## config.mk

```make
export PLATFORM = sky130hd
export DESIGN_NAME = ex_fwd_hazard_ctrl
export DESIGN_NICKNAME = d
export VERILOG_FILES = /design/src/rtl/ex_fwd_hazard_ctrl.sv
export SDC_FILE = /design/constraint.sdc
export NUM_CORES = 1
export LEC_CHECK = 0
export BUFFER_PORTS_ARGS = -buffer_cell sky130_fd_sc_hd__buf_2
export CAP_MARGIN = 20
export CORE_MARGIN = 2
export CORE_UTILIZATION = 45
export CTS_BUF_LIST = sky130_fd_sc_hd__clkbuf_4 sky130_fd_sc_hd__clkbuf_8
export CTS_CLUSTER_SIZE = 14
export DETAILED_ROUTE_END_ITERATION = 7
export PLACE_DENSITY_LB_ADDON = 0.05
export SYNTH_ARGS = -nofsm -noshare
export SYNTH_HDL_FRONTEND = slang
export SYNTH_SLANG_ARGS = --single-unit
```

## constraint.sdc

```tcl
create_clock -name clk -period 2.6 [get_ports clk]
set_input_delay 0.39 -clock clk [delete_from_list [all_inputs] [get_ports clk]]
set_output_delay 0.39 -clock clk [all_outputs]
set_load 0.01 [all_outputs]
```

## src/rtl/ex_fwd_hazard_ctrl.sv

```systemverilog
// ex_fwd_hazard_ctrl
// Forwarding-select and load-use hazard control for a classic 5-stage MIPS
// pipeline. The block keeps its own shadow copy of the EX, MEM and WB stage
// control fields and derives from them:
//   Forward_A / Forward_B : EX operand select (00 id_ex, 01 mem_wb, 10 ex_mem)
//   stall                 : hold PC and IF/ID, bubble into ID/EX (one cycle per load-use)
//   flush_if_id           : zero IF/ID on a taken branch unless a stall is in progress
//   stall_count           : saturating count of stall cycles
// Ports:
//   clk, reset (async, active-low)
//   if_id_instr[31:0]     : ID instruction, rs=[25:21], rt=[20:16]
//   id_reg_write, id_mem_read, id_dest_reg[4:0], id_branch_taken : ID controls
// Parameter CNT_W sets the internal stall counter width (<=16); the counter
// saturates at all-ones of CNT_W and is zero-extended onto stall_count.
module ex_fwd_hazard_ctrl #(
    parameter int unsigned CNT_W = 16
) (
    input  logic        clk,
    input  logic        reset,
    input  logic [31:0] if_id_instr,
    input  logic        id_reg_write,
    input  logic        id_mem_read,
    input  logic [4:0]  id_dest_reg,
    input  logic        id_branch_taken,
    output logic [1:0]  Forward_A,
    output logic [1:0]  Forward_B,
    output logic        stall,
    output logic        flush_if_id,
    output logic [15:0] stall_count
);

    typedef enum logic [0:0] {
        ST_RUN        = 1'b0,
        ST_LOAD_STALL = 1'b1
    } state_t;

    localparam logic [CNT_W-1:0] CNT_MAX = {CNT_W{1'b1}};
    localparam logic [CNT_W-1:0] CNT_ONE = {{(CNT_W-1){1'b0}}, 1'b1};

    // MEM has priority over WB because it holds the younger result.
    function automatic logic [1:0] fwd_sel(
        input logic       ex_valid,
        input logic [4:0] src,
        input logic       mem_prod,
        input logic [4:0] mem_dest,
        input logic       wb_prod,
        input logic [4:0] wb_dest
    );
        logic [1:0] sel;
        sel = 2'b00;
        if (!ex_valid) begin
            sel = 2'b00;
        end else if (mem_prod && (mem_dest == src)) begin
            sel = 2'b10;
        end else if (wb_prod && (wb_dest == src)) begin
            sel = 2'b01;
        end else begin
            sel = 2'b00;
        end
        return sel;
    endfunction

    // Stage records
    logic       ex_valid_r, ex_reg_write_r, ex_mem_read_r;
    logic [4:0] ex_dest_r, ex_rs_r, ex_rt_r;
    logic       mem_valid_r, mem_reg_write_r, mem_mem_read_r;
    logic [4:0] mem_dest_r;
    logic       wb_valid_r, wb_reg_write_r, wb_mem_read_r;
    logic [4:0] wb_dest_r;

    state_t           state_r, state_nxt_s;
    logic [CNT_W-1:0] stall_cnt_r;

    logic       hazard_s, stall_s;
    logic       mem_prod_s, wb_prod_s;
    logic [4:0] id_rs_s, id_rt_s;
    logic       unused_s;

    assign id_rs_s = if_id_instr[25:21];
    assign id_rt_s = if_id_instr[20:16];

    // Opcode/immediate bits and the WB load flag play no part in the decisions.
    assign unused_s = ^{if_id_instr[31:26], if_id_instr[15:0], wb_mem_read_r};

    assign mem_prod_s = mem_valid_r & mem_reg_write_r & (mem_dest_r != 5'd0);
    assign wb_prod_s  = wb_valid_r  & wb_reg_write_r  & (wb_dest_r  != 5'd0);

    // A load in EX whose target is read by the ID instruction; masked in LOAD_STALL
    // so that each load produces exactly one bubble.
    assign hazard_s = (state_r == ST_RUN) && ex_valid_r && ex_mem_read_r &&
                      (ex_dest_r != 5'd0) &&
                      ((ex_dest_r == id_rs_s) || (ex_dest_r == id_rt_s));

    // Stage record advance; EX takes a bubble while stalling.
    always_ff @(posedge clk or negedge reset) begin
        if (!reset) begin
            ex_valid_r      <= 1'b0;
            ex_reg_write_r  <= 1'b0;
            ex_mem_read_r   <= 1'b0;
            ex_dest_r       <= 5'd0;
            ex_rs_r         <= 5'd0;
            ex_rt_r         <= 5'd0;
            mem_valid_r     <= 1'b0;
            mem_reg_write_r <= 1'b0;
            mem_mem_read_r  <= 1'b0;
            mem_dest_r      <= 5'd0;
            wb_valid_r      <= 1'b0;
            wb_reg_write_r  <= 1'b0;
            wb_mem_read_r   <= 1'b0;
            wb_dest_r       <= 5'd0;
        end else begin
            wb_valid_r      <= mem_valid_r;
            wb_reg_write_r  <= mem_reg_write_r;
            wb_mem_read_r   <= mem_mem_read_r;
            wb_dest_r       <= mem_dest_r;
            mem_valid_r     <= ex_valid_r;
            mem_reg_write_r <= ex_reg_write_r;
            mem_mem_read_r  <= ex_mem_read_r;
            mem_dest_r      <= ex_dest_r;
            if (stall_s) begin
                ex_valid_r     <= 1'b0;
                ex_reg_write_r <= 1'b0;
                ex_mem_read_r  <= 1'b0;
                ex_dest_r      <= 5'd0;
                ex_rs_r        <= 5'd0;
                ex_rt_r        <= 5'd0;
            end else begin
                ex_valid_r     <= 1'b1;
                ex_reg_write_r <= id_reg_write;
                ex_mem_read_r  <= id_mem_read;
                ex_dest_r      <= id_dest_reg;
                ex_rs_r        <= id_rs_s;
                ex_rt_r        <= id_rt_s;
            end
        end
    end

    // Hazard FSM state register.
    always_ff @(posedge clk or negedge reset) begin
        if (!reset) begin
            state_r <= ST_RUN;
        end else begin
            state_r <= state_nxt_s;
        end
    end

    // Hazard FSM next state and stall output.
    always_comb begin
        state_nxt_s = ST_RUN;
        stall_s     = 1'b0;
        case (state_r)
            ST_RUN: begin
                stall_s = hazard_s;
                if (hazard_s) begin
                    state_nxt_s = ST_LOAD_STALL;
                end else begin
                    state_nxt_s = ST_RUN;
                end
            end
            ST_LOAD_STALL: begin
                stall_s     = 1'b0;
                state_nxt_s = ST_RUN;
            end
            default: begin
                stall_s     = 1'b0;
                state_nxt_s = ST_RUN;
            end
        endcase
    end

    // Saturating stall-cycle counter.
    always_ff @(posedge clk or negedge reset) begin
        if (!reset) begin
            stall_cnt_r <= {CNT_W{1'b0}};
        end else if (stall_s && (stall_cnt_r != CNT_MAX)) begin
            stall_cnt_r <= stall_cnt_r + CNT_ONE;
        end else begin
            stall_cnt_r <= stall_cnt_r;
        end
    end

    assign Forward_A   = fwd_sel(ex_valid_r, ex_rs_r, mem_prod_s, mem_dest_r, wb_prod_s, wb_dest_r);
    assign Forward_B   = fwd_sel(ex_valid_r, ex_rt_r, mem_prod_s, mem_dest_r, wb_prod_s, wb_dest_r);
    assign stall       = stall_s;
    assign flush_if_id = id_branch_taken & ~stall_s;
    assign stall_count = 16'(stall_cnt_r);

endmodule

```

==> results of run 1 <==
cells in the final DEF (no fill, tap or decap), types with 2 or more instances in the layout:
cell                       synthesis  routed
sky130_fd_sc_hd__xnor2_1          29      29
sky130_fd_sc_hd__nand4_1           9       9
sky130_fd_sc_hd__dfrtp_1          49      49
sky130_fd_sc_hd__nor4_1            4       4
sky130_fd_sc_hd__clkbuf_8          0       6
sky130_fd_sc_hd__inv_1             2       2
sky130_fd_sc_hd__and3_1            2       2
sky130_fd_sc_hd__nand2_1           9       9
sky130_fd_sc_hd__nor2_1            4       4
sky130_fd_sc_hd__xor2_1           16      16
sky130_fd_sc_hd__buf_2             3      41
sky130_fd_sc_hd__nand3_1          11      11
sky130_fd_sc_hd__buf_4             0       4
sky130_fd_sc_hd__nor2b_1          19      18
sky130_fd_sc_hd__or4_1             4       4
sky130_fd_sc_hd__and2_1            3       3
where the power goes:
part / internal, mW / switching, mW / total [mW]
combinational: 0.104 / 0.103 / 0.207
sequential: 0.816 / 0.0636 / 0.880
clock: 0.324 / 0.232 / 0.556
area by class of cell:
type / count / area share [%]
multi-input cells: 126 / 36.3
well taps: 67 / 3.17
repair buffers: 46 / 9.28
flip-flops and latches: 49 / 46.4
clock inverters: 1 / 1.14
clock buffers: 7 / 3.41
inverters: 2 / 0.284
cells in the mapped netlist:
cell type | number | area share, %
sky130_fd_sc_hd__xnor2_1 | 29 | 11
sky130_fd_sc_hd__nor4b_4 | 1 | 1.1
sky130_fd_sc_hd__xor2_1 | 16 | 6.3
sky130_fd_sc_hd__nand2_1 | 9 | 1.5
sky130_fd_sc_hd__inv_1 | 2 | 0.34
sky130_fd_sc_hd__buf_2 | 3 | 0.68
sky130_fd_sc_hd__nor3_1 | 1 | 0.23
sky130_fd_sc_hd__nand4_1 | 9 | 2.5
sky130_fd_sc_hd__nand3_1 | 11 | 2.5
sky130_fd_sc_hd__nor4_1 | 4 | 1.1
sky130_fd_sc_hd__o2111ai_1 | 1 | 0.39
sky130_fd_sc_hd__nor4_4 | 1 | 0.96
sky130_fd_sc_hd__and3_2 | 1 | 0.34
sky130_fd_sc_hd__and2_1 | 3 | 0.85
sky130_fd_sc_hd__nor2_1 | 4 | 0.68
sky130_fd_sc_hd__nor3b_1 | 1 | 0.34
sky130_fd_sc_hd__o2111ai_4 | 1 | 1.2
sky130_fd_sc_hd__or3_4 | 1 | 0.51
sky130_fd_sc_hd__nor2b_1 | 19 | 5.4
sky130_fd_sc_hd__mux2_1 | 1 | 0.51
sky130_fd_sc_hd__or4_1 | 4 | 1.4
sky130_fd_sc_hd__dfrtp_1 | 49 | 55
sky130_fd_sc_hd__buf_6 | 1 | 0.51
sky130_fd_sc_hd__or4_4 | 1 | 0.51
sky130_fd_sc_hd__o22ai_1 | 1 | 0.28
sky130_fd_sc_hd__nand4_4 | 1 | 0.96
sky130_fd_sc_hd__o211ai_1 | 1 | 0.34
sky130_fd_sc_hd__nor4b_1 | 1 | 0.39
sky130_fd_sc_hd__ha_1 | 1 | 0.56
sky130_fd_sc_hd__and3_1 | 2 | 0.56
sky130_fd_sc_hd__and3b_1 | 1 | 0.39
path summary, 6_finish.rpt:
kind	to	depth (start not counted)	slack, ns	from
worst max-delay path	Forward_A[0]	5	0.16	mem_dest_r[1]
worst min-delay path	ex_mem_read_r	2	0.31	id_mem_read
worst max register to register	stall_count[1]	5	0.57	ex_dest_r[1]
worst min register to register	mem_reg_write_r	0	0.38	ex_reg_write_r
max in group asynchronous	ex_mem_read_r	3	1.31	reset
min in group asynchronous	wb_dest_r[1]	2	0.53	reset
registers in the layout, summed over array words and instances (netlist names), 5 cells and up:
register     count
ex_rt_r          5
wb_dest_r        5
ex_dest_r        5
ex_rs_r          5
mem_dest_r       5
stall_count     16
cell families (layout without fill, tap and decap cells):
logic type	Yosys count	count (layout)	synth area share, %
flip-flops	49	49	55.3
adder cells (fa/ha/maj)	1	1	0.564
multiplexers	1	1	0.508
buffers and inverters	6	56	1.52
AO/OA/AOI/OAI	4	4	2.20
AND/OR/NAND/NOR	75	75	22.2
XOR/XNOR	45	45	17.8
worst max-delay path, stage by stage, from the launching register on:
cell	delay (ns)
sky130_fd_sc_hd__dfrtp_1	0.43
sky130_fd_sc_hd__or4_1	0.54
sky130_fd_sc_hd__o211ai_1	0.23
sky130_fd_sc_hd__nor4_1	0.11
sky130_fd_sc_hd__nor4_1	0.27
sky130_fd_sc_hd__buf_2	0.17
layer usage:
layer,vias to the layer above,GRT usage [%]
met2,30,24.2
li1,715,-
met4,0,7.74
met3,5,4.07
met1,672,25.5
met5,-,0
what timing repair did:
action	CTS	global route
gates resized for setup	0	1
hold buffers	1	0
hold endpoints to repair	15	0
setup endpoints to repair	0	2
==> results.yml, run 1 <==
status:
  outcome: "finished, final reports clean"
clock_tree:
  cts_buffers: 5
  cts_tree: "done"
  clkSinkCount: 49
  htree_levels: 2
  cts_max_path_buffers: 2
  cts_root_buffer: "sky130_fd_sc_hd__clkbuf_8"
  clk_pin_slew_ns: 0.08
  clk_latency_ns: 0.30
  number_of_buffers_added_for_setup_after_cts: 0
timing:
  setup_total_negative_slack_ns: 0
  timing.hold.ws_ns: 0.314
  final-setup-viol-count: 0
  period_share_pct: 93.8
  final_hold_fails: 0
  fin_ws_ns: 0.162
  max-slew-margin-rel_pct: 71.1
  finalClockSkew_ns: 0.0110
  max_freq_ghz: 0.410
  grt_setup_unrepaired: "false"
  final-max-slew-violation-count: 0
  worst-slew-pin-transition_ns: 0.433
  final.min_clock_period_ns: 2.44
placed_design:
  io_buffers: 41
  post-place-ws_ns: 0.380
  hpwlAfterDp_mm: 3.18
  gpl.final_weighted_congestion: 0.804
  post_dp_cell_area_mm2: 0.00251
  placed_cells_incl_taps: 289
setup_path:
  worst_setup_path_end_kind: "primary output"
  crit_arrival_ns: 2.05
  start_kind: "register"
  crit_type: "reg2out"
  crit_required_ns: 2.21
  critical_path.max_fanout: 4
final_layout:
  final_cell_area_mm2: 0.00264
  nNetsFinal: 273
  filler_cell_count_in_the_final_layout: 423
  area_growth_syn_to_layout_pct: 19.2
  antenna_cells_inserted: 0
  multi_input_comb_area_um2: 961
  fin_cells: 298
  final_core_util_pct: 56.0
  sequential_cell_area_mm2: 0.00123
  drive_gt1_share_pct: 26.4
pwr:
  power.leakage_nw: 1.20
  p_per_area_mw_per_mm2: 622
  totalPowerFinal_mw: 1.64
  worst_ir_drop_vdd_v: 0.000368
synth:
  synthesis.yosys.warnings: 0
  post_synth_instance_area_mm2: 0.00222
  yosysUniqueCellTypes: 31
  synth_seq_cells: 49
  postSynthCellCount: 181
  synth_nets: 224
  synth_area_per_inst_um2: 12.3
  synth-seq-area-share_pct: 55.3
grt:
  globalRoute.totalOverflow: 0
  antenna_found_initial: 0
  maximum_number_of_pins_on_one_net_before_global_route_repair: 35
  number_of_global_route_vias_before_repair: 1399
  grt_util_all_layers_pct: 17.2
  grt_first_pass_wirelength_mm: 6.96
worst_hold_path:
  worst_hold_path_type: "in2reg"
drt:
  routed-wl-met2_mm: 1.82
  drc_errors: 0
  drt-initial-drc-count: 91
  routed_via_density: 4.77
  wl_per_cell_um: 14.1
  drt-total-wl_mm: 4.19
  drt_first_pass_iters: 4
  route.antenna.remaining_nets: 0
  wl_met3_um: 172
  top_signal_layer_used: "met4"
  met1_length_mm: 2.13
  vias: 1422
job:
  max_cap_viol_count: 0
floorplanning:
  rows: 25
  ioPinCount: 64
  die-area_mm2: 0.00551
  coreArea_mm2: 0.00472
  floorplan.die.height_um: 74.2
  floorplan.initialDensity_pct: 47.0
  die_span_in_x_um: 74.2
Note: power is estimated with default switching activity, not from simulation.
==> inputs of run 2 (changes only) <==
CORE_UTILIZATION = 40   (was 45)
==> results.yml, run 2 (same netlist as run 1, synthesis figures left out) <==
floorplanning:
  die-area_mm2: 0.00616
  rows: 27
  coreArea_mm2: 0.00544
  floorplan.initialDensity_pct: 40.8
  ioPinCount: 64
  floorplan.die.height_um: 78.5
  die_span_in_x_um: 78.5
timing:
  final-setup-viol-count: 0
  final.min_clock_period_ns: 2.45
  final-max-slew-violation-count: 0
  max_freq_ghz: 0.407
  grt_setup_unrepaired: "false"
  finalClockSkew_ns: 0.00823
  worst-slew-pin-transition_ns: 0.500
  max-slew-margin-rel_pct: 66.7
  setup_total_negative_slack_ns: 0
  final_hold_fails: 0
  period_share_pct: 94.4
grt:
  antenna_found_initial: 0
  use_met1_pct: 22.4
  number_of_global_route_vias_before_repair: 1467
  globalRoute.totalOverflow: 0
  maximum_number_of_pins_on_one_net_before_global_route_repair: 27
  grt_util_all_layers_pct: 15.4
  groute.layer.met2.usage_pct: 22.2
  grt_util_met3_pct: 4.37
  grt_first_pass_wirelength_mm: 7.29
  grt-busiest-layer: "met1"
setup_path:
  critical_path.reg2reg.endpoint: "stall_count[1]"
  start_kind: "register"
  regToRegSetupSlack_ns: 0.54
  worst-r2r-cell-count: 5
  critical_path.max_fanout: 3
  crit_arrival_ns: 2.06
  worst_setup_path_end_kind: "primary output"
  r2r_startpoint: "ex_dest_r[1]"
  crit_required_ns: 2.21
  crit_type: "reg2out"
drt:
  vias: 1463
  wl_per_cell_um: 13.9
  drt-total-wl_mm: 4.21
  route.antenna.remaining_nets: 0
  drt-initial-drc-count: 49
  routed_via_density: 4.84
  drc_errors: 0
  drt_first_pass_iters: 4
pwr:
  worst_ir_drop_vdd_v: 0.000292
  power.leakage_nw: 1.19
  p_per_area_mw_per_mm2: 619
placed_design:
  io_buffers: 41
  post_dp_cell_area_mm2: 0.00252
  placed_cells_incl_taps: 294
  gpl.final_weighted_congestion: 0.784
  hpwlAfterDp_mm: 3.21
job:
  max_cap_viol_count: 0
final_layout:
  filler_cell_count_in_the_final_layout: 504
  fin_cells: 302
  final_cell_area_mm2: 0.00264
  multi_input_comb_area_um2: 967
  number_of_flip_flops_under_the_largest_register_name: 16
  nNetsFinal: 272
  sequential_cell_area_mm2: 0.00123
  area_growth_syn_to_layout_pct: 19.1
  drive_gt1_share_pct: 27.0
  mostFrequentLayoutCells: "49 x sky130_fd_sc_hd__dfrtp_1, 41 x sky130_fd_sc_hd__buf_2, 29 x sky130_fd_sc_hd__xnor2_1, 18 x sky130_fd_sc_hd__nor2b_1, 16 x sky130_fd_sc_hd__xor2_1"
  final_core_util_pct: 48.6
  antenna_cells_inserted: 0
  layout.cells.most_common: "sky130_fd_sc_hd__dfrtp_1"
clock_tree:
  clk_latency_ns: 0.31
  clkSinkCount: 49
  htree_levels: 2
  cts_max_path_buffers: 2
  holdBufCountCts: 0
  clk_pin_slew_ns: 0.09
  cts_root_buffer: "sky130_fd_sc_hd__clkbuf_8"
  cts_tree: "done"
  cts_buffers: 5
worst_hold_path:
  worst_hold_path_type: "in2async"
status:
  outcome: "finished, final reports clean"
run 2: changes by cell type in the layout (fill, tap and decap cells not counted), sizes merged:
| cell | change |
|---|---|
| clkinvlp | +1 |
| dlygate4sd3 | -1 |
| clkinv | +1 |
| clkbuf | -2 |
run 2: worst max-delay path, cell delays in order (launching register included):
cell and delay, ns:
sky130_fd_sc_hd__dfrtp_1 0.41, sky130_fd_sc_hd__or4_1 0.15, sky130_fd_sc_hd__o2111ai_1 0.12, sky130_fd_sc_hd__or4_1 0.54, sky130_fd_sc_hd__nor4_1 0.34, sky130_fd_sc_hd__buf_2 0.19
run 2: cell type report:
| type | count | area share [%] |
|---|---|---|
| Clock buffer | 5 | 2.61 |
| Clock inverter | 3 | 1.75 |
| Inverter | 2 | 0.284 |
| Multi-Input combinational cell | 126 | 36.6 |
| Sequential cell | 49 | 46.4 |
| Tap cell | 72 | 3.41 |
| Timing Repair Buffer | 45 | 8.91 |
run 2: routing by layer:
| layer | part of all wire [%] | wire [um] |
|---|---|---|
| met1 | 49 | 2080 |
| met2 | 44 | 1860 |
| met3 | 5.2 | 219 |
| met5 | 0 | 0 |
| met4 | 1.4 | 57 |
run 2: metrics by stage:
| step | power, mW | worst slack (ns) | hold slack (ns) |
|---|---|---|---|
| 6_report | 1.64 | 0.146 | 0.0351 |
| 5_1_grt | 1.72 | 0.0507 | 0.0852 |
| 4_1_cts | 1.66 | 0.0410 | 0.0525 |
| 3_5_place_dp | 1.10 | 0.315 | 0.336 |
| 3_3_place_gp | 1.10 | 0.430 | 0.337 |
| 2_1_floorplan | 1.01 | 0.564 | 0.0944 |
run 2: repair_timing:
action                     CTS  global route
setup endpoints to repair    1             2
pin swaps                    0             2
gates cloned                 0             0
setup buffers                0             0
gates resized for setup      1             1
run 2: where the power goes:
part,internal [mW],total [mW],switching (mW)
clock,0.288,0.550,0.262
combinational,0.103,0.206,0.103
sequential,0.816,0.880,0.0632
run 2: worst max path at each step:
stage	startpoint	to	slack (ns)	depth (start not counted)
global placement	if_id_instr[25]	flush_if_id	0.43	7
detailed placement	if_id_instr[23]	flush_if_id	0.32	7
finish	wb_dest_r[1]	Forward_B[0]	0.15	5
global route	wb_dest_r[1]	Forward_B[0]	0.05	5
floorplan	mem_dest_r[1]	Forward_A[0]	0.56	4
CTS	mem_dest_r[1]	Forward_A[0]	0.04	5
==> inputs of run 3 (changes only) <==
--- a/config.mk
+++ b/config.mk
@@ -14,2 +14,3 @@
 export DETAILED_ROUTE_END_ITERATION = 7
+export HOLD_SLACK_MARGIN = 0.06
 export PLACE_DENSITY_LB_ADDON = 0.05
--- a/constraint.sdc
+++ b/constraint.sdc
@@ -3,2 +3,2 @@
 set_output_delay 0.39 -clock clk [all_outputs]
-set_load 0.01 [all_outputs]
+set_load 0.02 [all_outputs]
==> results.yml, run 3 (same netlist as run 1, synthesis figures left out) <==
timing:
  setup_total_negative_slack_ns: 0
  final_hold_fails: 0
  fin_ws_ns: 0.147
  grt_setup_unrepaired: "false"
  timing.hold.ws_ns: 0.0492
  final-setup-viol-count: 0
  finalClockSkew_ns: 0.00728
  max-slew-margin-rel_pct: 66.2
  final-max-slew-violation-count: 0
  max_freq_ghz: 0.408
  final.min_clock_period_ns: 2.45
  worst-slew-pin-transition_ns: 0.507
  period_share_pct: 94.4
drt:
  drt-total-wl_mm: 4.31
  drt-initial-drc-count: 77
  top_signal_layer_used: "met4"
  wl_per_cell_um: 14.1
  routed-wl-met2_mm: 1.96
  met1_length_mm: 2.11
  drc_errors: 0
  routed_via_density: 4.89
  drt_first_pass_iters: 4
  route.antenna.remaining_nets: 0
  wl_met3_um: 229
  vias: 1492
pwr:
  seq_power_share_pct: 50.5
  totalPowerFinal_mw: 1.74
  switching_power_mw: 0.438
  internal_power_component_mw: 1.31
  p_per_area_mw_per_mm2: 651
  share_comb_of_total_power_pct: 13.3
  p_sw_share_pct: 25.1
  clockPowerShare_pct: 36.2
  power.leakage_nw: 1.21
  worst_ir_drop_vdd_v: 0.000401
grt:
  antenna_found_initial: 0
  globalRoute.totalOverflow: 0
  grt_util_all_layers_pct: 15.4
  maximum_number_of_pins_on_one_net_before_global_route_repair: 29
  grt_first_pass_wirelength_mm: 7.38
  number_of_global_route_vias_before_repair: 1555
setup_path:
  crit_path_cell_trace: "or4_1 > o211ai_1 > nor4_1 > nor4_1 > buf_2"
  critical_path.max_fanout: 4
  start_kind: "register"
  regToRegSetupSlack_ns: 0.55
  worst_path_max_delay_cell: "sky130_fd_sc_hd__or4_1"
  cpLargestDelayFamily: "simple AND/OR/NAND/NOR gates"
  cpPeakStageDelay_ns: 0.54
  critical_path_buf_inv_count: 1
  crit_arrival_ns: 2.06
  timing.critical_path.mode_cell: "sky130_fd_sc_hd__nor4_1"
  crit_type: "reg2out"
  worst_setup_path_end_kind: "primary output"
  crit_required_ns: 2.21
final_layout:
  drive_gt1_share_pct: 27.9
  final_cell_area_mm2: 0.00268
  mostFrequentLayoutCells: "48 x sky130_fd_sc_hd__dfrtp_1, 41 x sky130_fd_sc_hd__buf_2, 29 x sky130_fd_sc_hd__xnor2_1, 18 x sky130_fd_sc_hd__nor2b_1, 16 x sky130_fd_sc_hd__xor2_1"
  nNetsFinal: 275
  area_growth_syn_to_layout_pct: 20.7
  number_of_flip_flops_under_the_largest_register_name: 16
  fin_cells: 305
  final_core_util_pct: 49.2
  antenna_cells_inserted: 0
  layout.cells.most_common: "sky130_fd_sc_hd__dfrtp_1"
floorplanning:
  die_span_in_x_um: 78.5
  floorplan.die.height_um: 78.5
  coreArea_mm2: 0.00544
  rows: 27
  die-area_mm2: 0.00616
  floorplan.initialDensity_pct: 40.8
  ioPinCount: 64
clock_tree:
  cts_tree: "done"
  clk_pin_slew_ns: 0.09
  holdBufCountCts: 0
  cts_root_buffer: "sky130_fd_sc_hd__clkbuf_8"
  clk_latency_ns: 0.30
  cts_max_path_buffers: 2
  clkSinkCount: 49
  cts_buffers: 5
  htree_levels: 2
job:
  max_cap_viol_count: 0
placed_design:
  placed_cells_incl_taps: 294
  io_buffers: 41
  post_dp_cell_area_mm2: 0.00252
  post-place-ws_ns: 0.306
  gpl.final_weighted_congestion: 0.776
  hpwlAfterDp_mm: 3.34
status:
  outcome: "finished, final reports clean"
worst_hold_path:
  worst_hold_path_type: "in2async"
==> run 3: cell types whose count changed in the layout (fill, tap and decap cells not counted) <==
cell and delta:
sky130_fd_sc_hd__buf_4 +3, sky130_fd_sc_hd__bufinv_16 +1, sky130_fd_sc_hd__clkinv_2 +1, sky130_fd_sc_hd__clkinv_4 -1, sky130_fd_sc_hd__clkinvlp_4 -1, sky130_fd_sc_hd__dfrtp_1 -1
sky130_fd_sc_hd__dfrtp_2 +1, sky130_fd_sc_hd__nor4_1 +1, sky130_fd_sc_hd__nor4_2 -1
==> run 3: final timing paths <==
| path | depth (start not counted) | endpoint | startpoint |
|---|---|---|---|
| worst max register to register | 5 | stall_count[1] | ex_dest_r[1] |
| max in group asynchronous | 2 | mem_dest_r[1] | reset |
| worst max-delay path | 5 | Forward_B[0] | mem_dest_r[1] |
| worst min-delay path | 1 | wb_valid_r | reset |
| worst min register to register | 0 | mem_reg_write_r | ex_reg_write_r |
| min in group clk | 2 | ex_dest_r[1] | id_dest_reg[1] |
==> run 3: metal layers <==
layer  GRT usage, %  up-vias
met5              0        -
met3           3.79        2
met4           3.68        0
li1               -      716
met1           22.2      729
met2           23.4       45
==> run 3: repair_timing <==
item	4_1_cts	5_1_grt
gates resized for setup	1	1
pin swaps	0	2
endpoints found under the setup margin	2	2
setup buffers	0	3
==> run 3: power by group through the flow <==
stage	Clock [mW]	Combinational, mW	Sequential (mW)
4_1_cts	0.651	0.233	0.881
2_1_floorplan	0	0.118	0.909
3_3_place_gp	0	0.223	0.892
5_1_grt	0.686	0.261	0.891
3_5_place_dp	0	0.233	0.896
6_report	0.632	0.232	0.880
==> run 3: area by class of cell <==
cell class                 count  area (um^2)
tap                           72         90.1
timing repair buffer          48          258
multi-input combinational    126          961
clock buffer                   5         68.8
inverter                       2         7.51
fill                         499         2760
clock inverter                 3         65.1
sequential                    49         1230
